===== src/rtl/sram_dmem_bridge_pkg.sv =====
// Shared definitions for the CPU data-port to 8-bit SRAM bridge:
// FSM state encodings, lane geometry and the lane priority encoder.
package sram_dmem_bridge_pkg;

  localparam int NUM_LANES = 4;
  localparam int BYTE_W    = 8;
  localparam int CNT_W     = 4;

  typedef enum logic [1:0] {
    ST_IDLE   = 2'd0,
    ST_SETUP  = 2'd1,
    ST_STROBE = 2'd2,
    ST_DONE   = 2'd3
  } state_t;

  // Lowest set lane of a byte mask; an empty mask maps to lane 0.
  function automatic logic [1:0] lowest_lane(input logic [NUM_LANES-1:0] m);
    logic [1:0] l;
    l = 2'd0;
    for (int i = NUM_LANES - 1; i >= 0; i--)
      if (m[i]) l = 2'(i);
    return l;
  endfunction

endpackage


===== src/rtl/sram_dmem_bridge_if.sv =====
// Bus bundle between CPU data port, bridge and external SRAM pins.
//   CPU side : i_daddr, i_dout, i_ram_rd, i_ram_wr -> bridge; o_din, o_clk_en <- bridge
//   SRAM side: o_sram_addr/dout/doe/ceb/oeb/web <- bridge; i_sram_din -> bridge
// slave modport is the bridge; master modport is the CPU + SRAM environment.
interface sram_dmem_bridge_if #(parameter int ADDR_W = 19);
  logic [23:0]       i_daddr;
  logic [31:0]       i_dout;
  logic              i_ram_rd;
  logic [3:0]        i_ram_wr;
  logic [31:0]       o_din;
  logic              o_clk_en;
  logic [ADDR_W-1:0] o_sram_addr;
  logic [7:0]        o_sram_dout;
  logic              o_sram_doe;
  logic [7:0]        i_sram_din;
  logic              o_sram_ceb;
  logic              o_sram_oeb;
  logic              o_sram_web;

  modport slave (
    input  i_daddr, i_dout, i_ram_rd, i_ram_wr, i_sram_din,
    output o_din, o_clk_en, o_sram_addr, o_sram_dout, o_sram_doe,
           o_sram_ceb, o_sram_oeb, o_sram_web
  );

  modport master (
    output i_daddr, i_dout, i_ram_rd, i_ram_wr, i_sram_din,
    input  o_din, o_clk_en, o_sram_addr, o_sram_dout, o_sram_doe,
           o_sram_ceb, o_sram_oeb, o_sram_web
  );
endinterface


===== src/rtl/sram_dmem_bridge.sv =====
// Data-memory responder: serves single-cycle CPU load/store strobes against
// an 8-bit asynchronous SRAM one byte lane at a time, stalling the CPU via
// o_clk_en until the access completes.
// Ports:
//   i_clk  - sole clock
//   i_rstb - asynchronous active-low reset
//   bus    - sram_dmem_bridge_if.slave (CPU request/response + SRAM pins)
// Per lane: SETUP (address/ceb, 1 cycle) then STROBE (WAIT_STATES cycles).
module sram_dmem_bridge
  import sram_dmem_bridge_pkg::*;
#(
  parameter int ADDR_W      = 19,
  parameter int WAIT_STATES = 1
) (
  input  logic              i_clk,
  input  logic              i_rstb,
  sram_dmem_bridge_if.slave bus
);

  localparam logic [CNT_W-1:0] CNT_INIT = CNT_W'(WAIT_STATES - 1);

  state_t                     state_q, state_d;
  logic [ADDR_W-3:0]          addr_q;
  logic [NUM_LANES-1:0]       mask_q;
  logic [31:0]                data_q;
  logic [31:0]                buf_q;
  logic [31:0]                din_q;
  logic                       wr_q;
  logic [1:0]                 lane_q;
  logic [CNT_W-1:0]           cnt_q;

  logic                       req;
  logic                       is_wr_req;
  logic                       strobe_end;
  logic [NUM_LANES-1:0]       mask_left;
  logic [7:0]                 lane_byte;

  assign is_wr_req  = |bus.i_ram_wr;
  assign req        = bus.i_ram_rd | is_wr_req;
  assign strobe_end = (state_q == ST_STROBE) && (cnt_q == '0);
  assign mask_left  = mask_q & ~(NUM_LANES'(1) << lane_q);
  assign lane_byte  = data_q[BYTE_W*lane_q +: BYTE_W];

  assign bus.o_sram_addr = {addr_q, lane_q};
  assign bus.o_din       = din_q;

  always_ff @(posedge i_clk or negedge i_rstb) begin
    if (!i_rstb) state_q <= ST_IDLE;
    else         state_q <= state_d;
  end

  // Pad controls are decoded from the registered state, so an async reset
  // releases every strobe in the same instant the state returns to IDLE.
  always_comb begin
    state_d         = state_q;
    bus.o_clk_en    = 1'b0;
    bus.o_sram_ceb  = 1'b1;
    bus.o_sram_oeb  = 1'b1;
    bus.o_sram_web  = 1'b1;
    bus.o_sram_doe  = 1'b0;
    bus.o_sram_dout = 8'h00;
    case (state_q)
      ST_IDLE: begin
        bus.o_clk_en = !req;
        if (req) state_d = ST_SETUP;
      end
      ST_SETUP: begin
        bus.o_sram_ceb = 1'b0;
        if (wr_q) begin
          bus.o_sram_doe  = 1'b1;
          bus.o_sram_dout = lane_byte;
        end else begin
          bus.o_sram_oeb  = 1'b0;
        end
        state_d = ST_STROBE;
      end
      ST_STROBE: begin
        bus.o_sram_ceb = 1'b0;
        if (wr_q) begin
          bus.o_sram_doe  = 1'b1;
          bus.o_sram_dout = lane_byte;
          bus.o_sram_web  = 1'b0;
        end else begin
          bus.o_sram_oeb  = 1'b0;
        end
        if (cnt_q == '0) state_d = (mask_left != '0) ? ST_SETUP : ST_DONE;
      end
      ST_DONE: begin
        // This cycle's edge is also the CPU's next enabled edge.
        bus.o_clk_en = 1'b1;
        state_d      = ST_IDLE;
      end
      default: state_d = ST_IDLE;
    endcase
  end

  always_ff @(posedge i_clk or negedge i_rstb) begin
    if (!i_rstb) begin
      addr_q <= '0;
      mask_q <= '0;
      data_q <= '0;
      buf_q  <= '0;
      din_q  <= '0;
      wr_q   <= 1'b0;
      lane_q <= '0;
      cnt_q  <= '0;
    end else begin
      case (state_q)
        ST_IDLE: if (req) begin
          // A store outranks a simultaneous load.
          addr_q <= bus.i_daddr[ADDR_W-1:2];
          wr_q   <= is_wr_req;
          mask_q <= is_wr_req ? bus.i_ram_wr : 4'hF;
          lane_q <= lowest_lane(is_wr_req ? bus.i_ram_wr : 4'hF);
          data_q <= bus.i_dout;
        end
        ST_SETUP: cnt_q <= CNT_INIT;
        ST_STROBE: begin
          if (strobe_end) begin
            mask_q <= mask_left;
            lane_q <= lowest_lane(mask_left);
            if (!wr_q) buf_q[BYTE_W*lane_q +: BYTE_W] <= bus.i_sram_din;
          end else begin
            cnt_q <= cnt_q - 1'b1;
          end
        end
        ST_DONE: if (!wr_q) din_q <= buf_q;
        default: ;
      endcase
    end
  end

endmodule


===== src/flat_wrapper.sv =====
// flat-port wrapper written by rule: the top's interface ports become plain ports
module sram_dmem_bridge_flat import sram_dmem_bridge_pkg::*;
#(
  parameter int ADDR_W      = 19,
  parameter int WAIT_STATES = 1
)
  (i_clk, i_rstb, bus_i_daddr, bus_i_dout, bus_i_ram_rd, bus_i_ram_wr, bus_i_sram_din, bus_o_din, bus_o_clk_en, bus_o_sram_addr, bus_o_sram_dout, bus_o_sram_doe, bus_o_sram_ceb, bus_o_sram_oeb, bus_o_sram_web);
  sram_dmem_bridge_if #(.ADDR_W(ADDR_W)) bus_i ();
  input  logic i_clk;
  input  logic i_rstb;
  input wire logic [$bits(bus_i.i_daddr)-1:0] bus_i_daddr;
  input wire logic [$bits(bus_i.i_dout)-1:0] bus_i_dout;
  input wire logic [$bits(bus_i.i_ram_rd)-1:0] bus_i_ram_rd;
  input wire logic [$bits(bus_i.i_ram_wr)-1:0] bus_i_ram_wr;
  input wire logic [$bits(bus_i.i_sram_din)-1:0] bus_i_sram_din;
  output wire logic [$bits(bus_i.o_din)-1:0] bus_o_din;
  output wire logic [$bits(bus_i.o_clk_en)-1:0] bus_o_clk_en;
  output wire logic [$bits(bus_i.o_sram_addr)-1:0] bus_o_sram_addr;
  output wire logic [$bits(bus_i.o_sram_dout)-1:0] bus_o_sram_dout;
  output wire logic [$bits(bus_i.o_sram_doe)-1:0] bus_o_sram_doe;
  output wire logic [$bits(bus_i.o_sram_ceb)-1:0] bus_o_sram_ceb;
  output wire logic [$bits(bus_i.o_sram_oeb)-1:0] bus_o_sram_oeb;
  output wire logic [$bits(bus_i.o_sram_web)-1:0] bus_o_sram_web;
  assign bus_i.i_daddr = bus_i_daddr;
  assign bus_i.i_dout = bus_i_dout;
  assign bus_i.i_ram_rd = bus_i_ram_rd;
  assign bus_i.i_ram_wr = bus_i_ram_wr;
  assign bus_i.i_sram_din = bus_i_sram_din;
  assign bus_o_din = bus_i.o_din;
  assign bus_o_clk_en = bus_i.o_clk_en;
  assign bus_o_sram_addr = bus_i.o_sram_addr;
  assign bus_o_sram_dout = bus_i.o_sram_dout;
  assign bus_o_sram_doe = bus_i.o_sram_doe;
  assign bus_o_sram_ceb = bus_i.o_sram_ceb;
  assign bus_o_sram_oeb = bus_i.o_sram_oeb;
  assign bus_o_sram_web = bus_i.o_sram_web;
  sram_dmem_bridge #(.ADDR_W(ADDR_W), .WAIT_STATES(WAIT_STATES)) u_core (.i_clk(i_clk), .i_rstb(i_rstb), .bus(bus_i));
endmodule

===== config.mk =====
export PLATFORM = sky130hd
export DESIGN_NAME = sram_dmem_bridge_flat
export DESIGN_NICKNAME = d
export VERILOG_FILES = /design/src/rtl/sram_dmem_bridge_pkg.sv /design/src/rtl/sram_dmem_bridge_if.sv /design/src/rtl/sram_dmem_bridge.sv /design/src/flat_wrapper.sv
export SDC_FILE = /design/constraint.sdc
export NUM_CORES = 1
export LEC_CHECK = 0
export BUFFER_PORTS_ARGS = -buffer_cell sky130_fd_sc_hd__buf_2
export CAP_MARGIN = 5
export CORE_MARGIN = 5
export CORE_UTILIZATION = 33
export CTS_BUF_LIST = sky130_fd_sc_hd__clkbuf_8
export DETAILED_ROUTE_END_ITERATION = 8
export GPL_TIMING_DRIVEN = 1
export SKIP_LAST_GASP = 1
export SYNTH_ARGS = -nofsm -noshare
export SYNTH_HDL_FRONTEND = slang
export SYNTH_SLANG_ARGS = --single-unit

===== constraint.sdc =====
create_clock -name i_clk -period 4.6 [get_ports i_clk]
set_clock_uncertainty 0.1 [all_clocks]
set_input_delay 0.69 -clock i_clk [delete_from_list [all_inputs] [get_ports i_clk]]
set_output_delay 0.69 -clock i_clk [all_outputs]
set_load 0.05 [all_outputs]

==> flow_metrics.py, run 1 <==
metrics = {
    "status": {
        "status": "finished clean",
    },
    "clock_network": {
        "cts_hold_buffers": 0,
        "clock_insertion_delay_worst_skew_ns": 0.44,
        "cts.path.max_buffers": 2,
        "post_cts_buffers": 0,
        "clock-root-buffer": "sky130_fd_sc_hd__clkbuf_8",
        "cts_buffers": 17,
        "postCtsResizedCells": 0,
        "worst_path_clk_slew_ns": 0.08,
        "cts_tree": "built",
        "cts-htree-levels": 4,
        "tritoncts_sinks": 126,
    },
    "flow_run": {
        "max_capacitance_violation_count": 0,
    },
    "power_and_ir_drop": {
        "sw_frac_of_total_pct": 45.32,
        "power_density_nw_per_um2": 832.7,
        "total_switching_power_mw": 2.559,
        "sequential_fraction_of_design_power_pct": 34.4,
        "power.leakage_nw": 3.042,
        "logic_pwr_share_pct": 48.2,
        "internal_power_mw": 3.087,
        "finalPower_mw": 5.646,
        "worst_ir_drop_vdd_mv": 0.5762,
        "clock_power_share_pct": 17.4,
    },
    "yosys": {
        "ys_types": 40,
        "ys.warnings.count": 0,
        "ys_seq_elements": 126,
        "syn_avg_cell_area_sq_um": 12.57,
        "synth_area_leaders": "sky130_fd_sc_hd__dfrtp_1 57%, sky130_fd_sc_hd__mux2_2 15%, sky130_fd_sc_hd__nand2_1 3.7%, sky130_fd_sc_hd__o21ai_0 3.5%, sky130_fd_sc_hd__ha_1 3.4%",
        "synth-seq-area-share_pct": 56.99,
        "ys_async_rst_share_pct": 100.0,
        "synth_edf_count": 0,
        "postSynth.topFlopCell": "sky130_fd_sc_hd__dfrtp_1",
        "synth_top_area_share_pct": 56.99,
        "synthesis.instances": 440,
        "cell_type_with_the_highest_aggregate_area_in_the_netlist": "sky130_fd_sc_hd__dfrtp_1",
        "syn_nets": 526,
        "synth.cell_area_sq_um": 5533,
    },
    "layout": {
        "num-fill-cells": 1604,
        "drive_above_1_share_pct": 42.27,
        "final_nets": 656,
        "final_cell_area_sq_um": 6780,
        "fin_util_pct": 41.03,
        "area_growth_synth_to_finish_pct": 22.55,
        "finish.cell_count_without_fillers": 803,
        "layout_common_cells": "126 x sky130_fd_sc_hd__buf_2, 126 x sky130_fd_sc_hd__dfrtp_1, 72 x sky130_fd_sc_hd__mux2_2",
    },
    "sta": {
        "setup_viol": 0,
        "clock.fmax_mhz": 317.6,
        "max-slew-margin-rel_pct": 37.64,
        "unrepaired_setup_endpoints_after_global_routing": "false",
        "min_period_over_period_pct": 68.46,
        "slew_viol_final": 0,
        "timing_worst_slew_pin_value_ns": 0.9333,
        "period_needed_ns": 3.149,
        "finalHoldViolCount": 0,
        "final.setup.tns_ns": 0,
    },
    "placement": {
        "dp_hpwl_microns": 8900,
        "total_placed_cells_including_tap_cells": 771,
        "portBuffers": 127,
        "placedInstanceArea_sq_um": 6375,
        "gp_routability_congestion": 0.7543,
    },
    "routing": {
        "post_drt_wl_per_cell_microns": 15.68,
        "detailroute.via_count": 3811,
        "vias_per_cell": 4.746,
        "1st_iter_drt_viols": 144,
        "post-route-drc-count": 0,
        "ant_nets": 0,
        "postRouteWirelength_microns": 12600,
        "drt_pass1_iterations": 4,
    },
    "grt": {
        "maximum_number_of_pins_on_one_net_before_global_route_repair": 55,
        "grt_pass1_wl_microns": 21100,
        "via_count_of_the_first_global_routing_pass": 4059,
        "antenna_found_initial": 0,
        "grt_overflow": 0,
        "globalRouteTotalUtil_pct": 13.51,
    },
    "worst_setup_path": {
        "critPathArrivalTime_ns": 2.36,
        "timing_worst_setup_path_type": "register to primary output",
        "element_type_at_the_critical_path_start": "register",
        "cp-end-kind": "primary output",
        "reg2reg_to": "u_core.buf_q[17]$_DFFE_PN0P_",
        "cp-endpoint": "bus_o_sram_dout[2]",
        "reg2reg_depth": 5,
        "required_ns": 3.81,
        "rrSetupSlack_ns": 1.72,
        "setup.worst_path.start": "u_core.lane_q[0]$_DFFE_PN0P_",
        "worst_r2r_startpoint": "u_core.lane_q[0]$_DFFE_PN0P_",
        "critical_path_peak_fanout": 17,
    },
    "min_path": {
        "worst_hold_path_type": "primary input to asynchronous set/reset pin",
    },
    "floorplan": {
        "dieWidth_microns": 139.5,
        "floorplan.rows": 47,
        "core-area_sq_um": 16520,
        "io_pins": 135,
        "initial_utilization_pct": 33.48,
        "die_area_sq_um": 19460,
        "die-height_microns": 139.5,
    },
}
metal layers:
| metal | vias up | GRT usage (%) | share of wire [%] |
|---|---|---|---|
| li1 | 1800 | - | - |
| met2 | 134 | 20.94 | 47 |
| met1 | 1866 | 17.11 | 43 |
| met5 | - | 0 | 0 |
| met3 | 11 | 5.901 | 8.9 |
| met4 | 0 | 4.274 | 1.2 |
synthesized netlist by cell type (4+ instances only):
library cell / n
sky130_fd_sc_hd__mux2_2: 72
sky130_fd_sc_hd__mux2_1: 10
sky130_fd_sc_hd__and2_1: 9
sky130_fd_sc_hd__clkbuf_1: 10
sky130_fd_sc_hd__ha_1: 15
sky130_fd_sc_hd__o21ai_0: 39
sky130_fd_sc_hd__dfrtp_1: 126
sky130_fd_sc_hd__a21oi_1: 5
sky130_fd_sc_hd__nand3_1: 8
sky130_fd_sc_hd__nand2b_1: 4
sky130_fd_sc_hd__nor2b_1: 7
sky130_fd_sc_hd__nand2_1: 54
sky130_fd_sc_hd__nor2_1: 10
sky130_fd_sc_hd__inv_1: 17
sky130_fd_sc_hd__nor3_1: 4
sky130_fd_sc_hd__mux4_2: 8
area by class of cell:
cell class / instances / area, sq um / area share [%]
diodes: 1 / 2.502 / 0.03691
flip-flops and latches: 126 / 3153 / 46.50
multi-input cells: 277 / 2215 / 32.66
clock buffers: 17 / 234.0 / 3.451
inverters: 17 / 63.81 / 0.9411
well taps: 220 / 275.3 / 4.060
clock inverters: 14 / 168.9 / 2.491
repair buffers: 131 / 668.1 / 9.854
power by group through the flow:
stage / clock network (mW) / registers (mW) / logic [mW]
global placement: 0 / 1.94 / 2.71
detailed placement: 0 / 1.97 / 2.75
global route: 1.07 / 2.02 / 2.92
floorplan: 0 / 2.62 / 1.45
finish: 0.985 / 1.94 / 2.72
CTS: 1.02 / 1.95 / 2.76
critical path: stages (launching register included):
cell and delay, ns:
sky130_fd_sc_hd__dfrtp_1 0.91, sky130_fd_sc_hd__mux4_2 0.61, sky130_fd_sc_hd__and2_1 0.18, sky130_fd_sc_hd__buf_2 0.21
per-stage QoR:
stage | setup slack [ns] | hold WS (ns)
final | 1.451 | 0.2035
after global routing | 1.248 | 0.2254
after floorplan | 1.645 | 0.2944
after global placement | 1.688 | 0.3569
after CTS | 1.339 | 0.1967
after detailed placement | 1.663 | 0.3663
cells by family after synthesis:
logic type / Yosys count / share of synthesized area, %
flops: 126 / 56.99
simple gates: 110 / 9.656
mux: 90 / 19.95
compound gates: 61 / 6.830
buf+inv: 37 / 3.030
fa+ha+maj: 15 / 3.392
xor+xnor: 1 / 0.1583
worst min-delay path by stage:
stage	end	depth (start not counted)	startpoint	slack, ns
2_1_floorplan	u_core.addr_q[0]$_DFFE_PN0P_	0	i_rstb	0.29
3_3_place_gp	u_core.buf_q[9]$_DFFE_PN0P_	2	u_core.buf_q[9]$_DFFE_PN0P_	0.36
3_5_place_dp	u_core.buf_q[9]$_DFFE_PN0P_	2	u_core.buf_q[9]$_DFFE_PN0P_	0.37
4_1_cts	u_core.bus.o_din[5]$_DFFE_PN0P_	1	i_rstb	0.20
5_1_grt	u_core.bus.o_din[5]$_DFFE_PN0P_	1	i_rstb	0.23
6_report	u_core.bus.o_din[5]$_DFFE_PN0P_	1	i_rstb	0.20
registers in the layout, indices dropped and copies added, names as in the netlist:
register / cells
u_core.cnt_q: 4
u_core.buf_q: 32
u_core.mask_q: 4
u_core.addr_q: 17
u_core.wr_q: 1
u_core.state_q: 2
u_core.data_q: 32
u_core.bus.o_din: 32
u_core.lane_q: 2
(Power assumes the default switching activity.)
==> run 2, diff against run 1 <==
clock period = 2.7 ns   (was 4.6 ns; I/O delays follow)
==> run 2 against run 1 <==
  * Register-to-register slack worse by 1.3 ns
  * Sequential share of layout area fell by 0.59 points
  * Clock power grew 66%
  * Critical path depth increased by 2
  * Final area increased by 1.3%
  * Hold slack worse by 0.13 ns
  * Critical path type unchanged
  * Largest cell class unchanged
==> flow_metrics.py, run 2 (same netlist as run 1, synthesis figures left out) <==
metrics = {
    "status": {
        "status": "finished clean",
    },
    "min_path": {
        "worst_hold_path_type": "primary input to register",
    },
    "sta": {
        "period_needed_ns": 2.541,
        "min_period_over_period_pct": 94.11,
        "timing_worst_slew_pin_value_ns": 0.6211,
        "slew_viol_final": 0,
        "postLayoutSetupSlackWorst_ns": 0.1591,
        "finalHoldViolCount": 0,
        "final.setup.tns_ns": 0,
        "unrepaired_setup_endpoints_after_global_routing": "false",
        "max-slew-margin-rel_pct": 58.41,
        "clock.fmax_mhz": 393.6,
        "setup_viol": 0,
    },
    "layout": {
        "final_cell_area_sq_um": 6868,
        "layout_common_cells": "126 x sky130_fd_sc_hd__dfrtp_1, 123 x sky130_fd_sc_hd__buf_2, 72 x sky130_fd_sc_hd__mux2_2",
        "multiInputGateArea_sq_um": 2218,
        "diodes": 0,
        "drive_above_1_share_pct": 43.22,
        "area_growth_synth_to_finish_pct": 24.13,
        "final_nets": 663,
        "seq_cell_area_sq_um": 3153,
        "num-fill-cells": 1551,
        "layout.cells.most_common": "sky130_fd_sc_hd__dfrtp_1",
    },
    "routing": {
        "drt_pass1_iterations": 4,
        "ant_nets": 0,
        "postRouteWirelength_microns": 12730,
        "1st_iter_drt_viols": 143,
        "vias_per_cell": 4.723,
        "detailroute.via_count": 3826,
        "post_drt_wl_per_cell_microns": 15.71,
        "post-route-drc-count": 0,
    },
    "worst_setup_path": {
        "critPathArrivalTime_ns": 2.04,
        "required_ns": 2.19,
        "critical_path_peak_fanout": 9,
        "timing_worst_setup_path_type": "register to primary output",
        "element_type_at_the_critical_path_start": "register",
        "cp-end-kind": "primary output",
    },
    "placement": {
        "portBuffers": 127,
        "gp_routability_congestion": 0.7709,
        "dp_hpwl_microns": 9093,
        "dp_slack_ns": 0.3706,
        "placedInstanceArea_sq_um": 6445,
    },
    "clock_network": {
        "cts_buffers": 17,
        "cts.path.max_buffers": 2,
        "worst_path_clk_slew_ns": 0.08,
        "post_cts_buffers": 0,
        "cts_tree": "built",
        "tritoncts_sinks": 126,
        "clock-root-buffer": "sky130_fd_sc_hd__clkbuf_8",
        "clock_insertion_delay_worst_skew_ns": 0.44,
        "cts-htree-levels": 4,
    },
    "grt": {
        "via_count_of_the_first_global_routing_pass": 4205,
        "maximum_number_of_pins_on_one_net_before_global_route_repair": 56,
        "globalRouteTotalUtil_pct": 13.81,
        "antenna_found_initial": 0,
        "grt_overflow": 0,
        "grt_pass1_wl_microns": 21330,
    },
    "floorplan": {
        "die-height_microns": 139.5,
        "initial_utilization_pct": 33.48,
        "dieWidth_microns": 139.5,
        "die_area_sq_um": 19460,
        "floorplan.rows": 47,
        "core-area_sq_um": 16520,
        "io_pins": 135,
    },
    "power_and_ir_drop": {
        "finalPower_mw": 9.709,
        "power_density_nw_per_um2": 1414,
        "power.leakage_nw": 3.090,
        "worst_ir_drop_vdd_mv": 1.090,
    },
    "flow_run": {
        "max_capacitance_violation_count": 0,
    },
}
-- run 2: changes by cell type in the layout (fill, tap and decap cells not counted), moves of 2 or more --
cell	change
sky130_fd_sc_hd__buf_4	+4
sky130_fd_sc_hd__buf_2	-3
sky130_fd_sc_hd__clkinv_4	+2
sky130_fd_sc_hd__clkbuf_4	+3
sky130_fd_sc_hd__buf_12	+2
sky130_fd_sc_hd__clkbuf_8	+2
-- run 2: through the flow --
step	hold slack (ns)	utilization [%]	cells
after global placement	0.3342	39.00	777
after global routing	0.04340	41.56	810
after CTS	0.04064	41.50	810
after floorplan	0.009409	-	440
final	0.07844	41.56	810
after detailed placement	0.3374	39.00	777
-- run 2: worst paths after layout --
path | from | end | slack, ns | depth (start not counted)
worst max-delay path | u_core.state_q[1]$_DFFE_PN0P_ | bus_o_sram_dout[4] | 0.16 | 5
worst min-delay path | bus_i_dout[29] | u_core.data_q[29]$_DFFE_PN0P_ | 0.08 | 2
worst max register to register | u_core.state_q[0]$_DFFE_PN0P_ | u_core.buf_q[8]$_DFFE_PN0P_ | 0.42 | 6
worst min register to register | u_core.buf_q[10]$_DFFE_PN0P_ | u_core.buf_q[10]$_DFFE_PN0P_ | 0.38 | 2
max in group asynchronous | i_rstb | u_core.addr_q[9]$_DFFE_PN0P_ | 1.28 | 3
min in group asynchronous | i_rstb | u_core.bus.o_din[6]$_DFFE_PN0P_ | 0.40 | 2
-- run 2: final cells by class --
| type | count | share of cell area, % |
|---|---|---|
| sequential | 126 | 45.91 |
| timing repair buffer | 138 | 11.00 |
| inverter | 17 | 0.9291 |
| multi-input combinational | 277 | 32.30 |
| clock inverter | 13 | 2.040 |
| tap | 220 | 4.008 |
| clock buffer | 19 | 3.808 |
-- run 2: power by group --
| group | switching, mW | total, mW | internal (mW) |
|---|---|---|---|
| clock network | 0.773 | 1.64 | 0.871 |
| logic | 3.15 | 4.83 | 1.68 |
| registers | 0.461 | 3.24 | 2.78 |
-- run 2: layer usage --
layer	up-vias	global-route usage, %	share of wire [%]
li1	1809	-	-
met1	1868	17.33	44
met2	139	21.83	47
met3	10	5.557	8.3
met4	0	4.583	0.93
met5	-	0	0
-- run 2: worst max-delay path, cell delays in order, from the launching register on --
cell	delay [ns]
sky130_fd_sc_hd__dfrtp_1	0.42
sky130_fd_sc_hd__inv_1	0.11
sky130_fd_sc_hd__ha_2	0.36
sky130_fd_sc_hd__and2_2	0.26
sky130_fd_sc_hd__and2_1	0.17
sky130_fd_sc_hd__buf_2	0.26
-- run 2: timing repair --
| item | 4_1_cts | 5_1_grt |
|---|---|---|
| endpoints found under the hold margin | 42 | 0 |
| hold buffers | 1 | 0 |
| cloned | 0 | 0 |
| resized for setup | 1 | 4 |
| setup endpoints to repair | 6 | 6 |
| pin swaps | 0 | 0 |
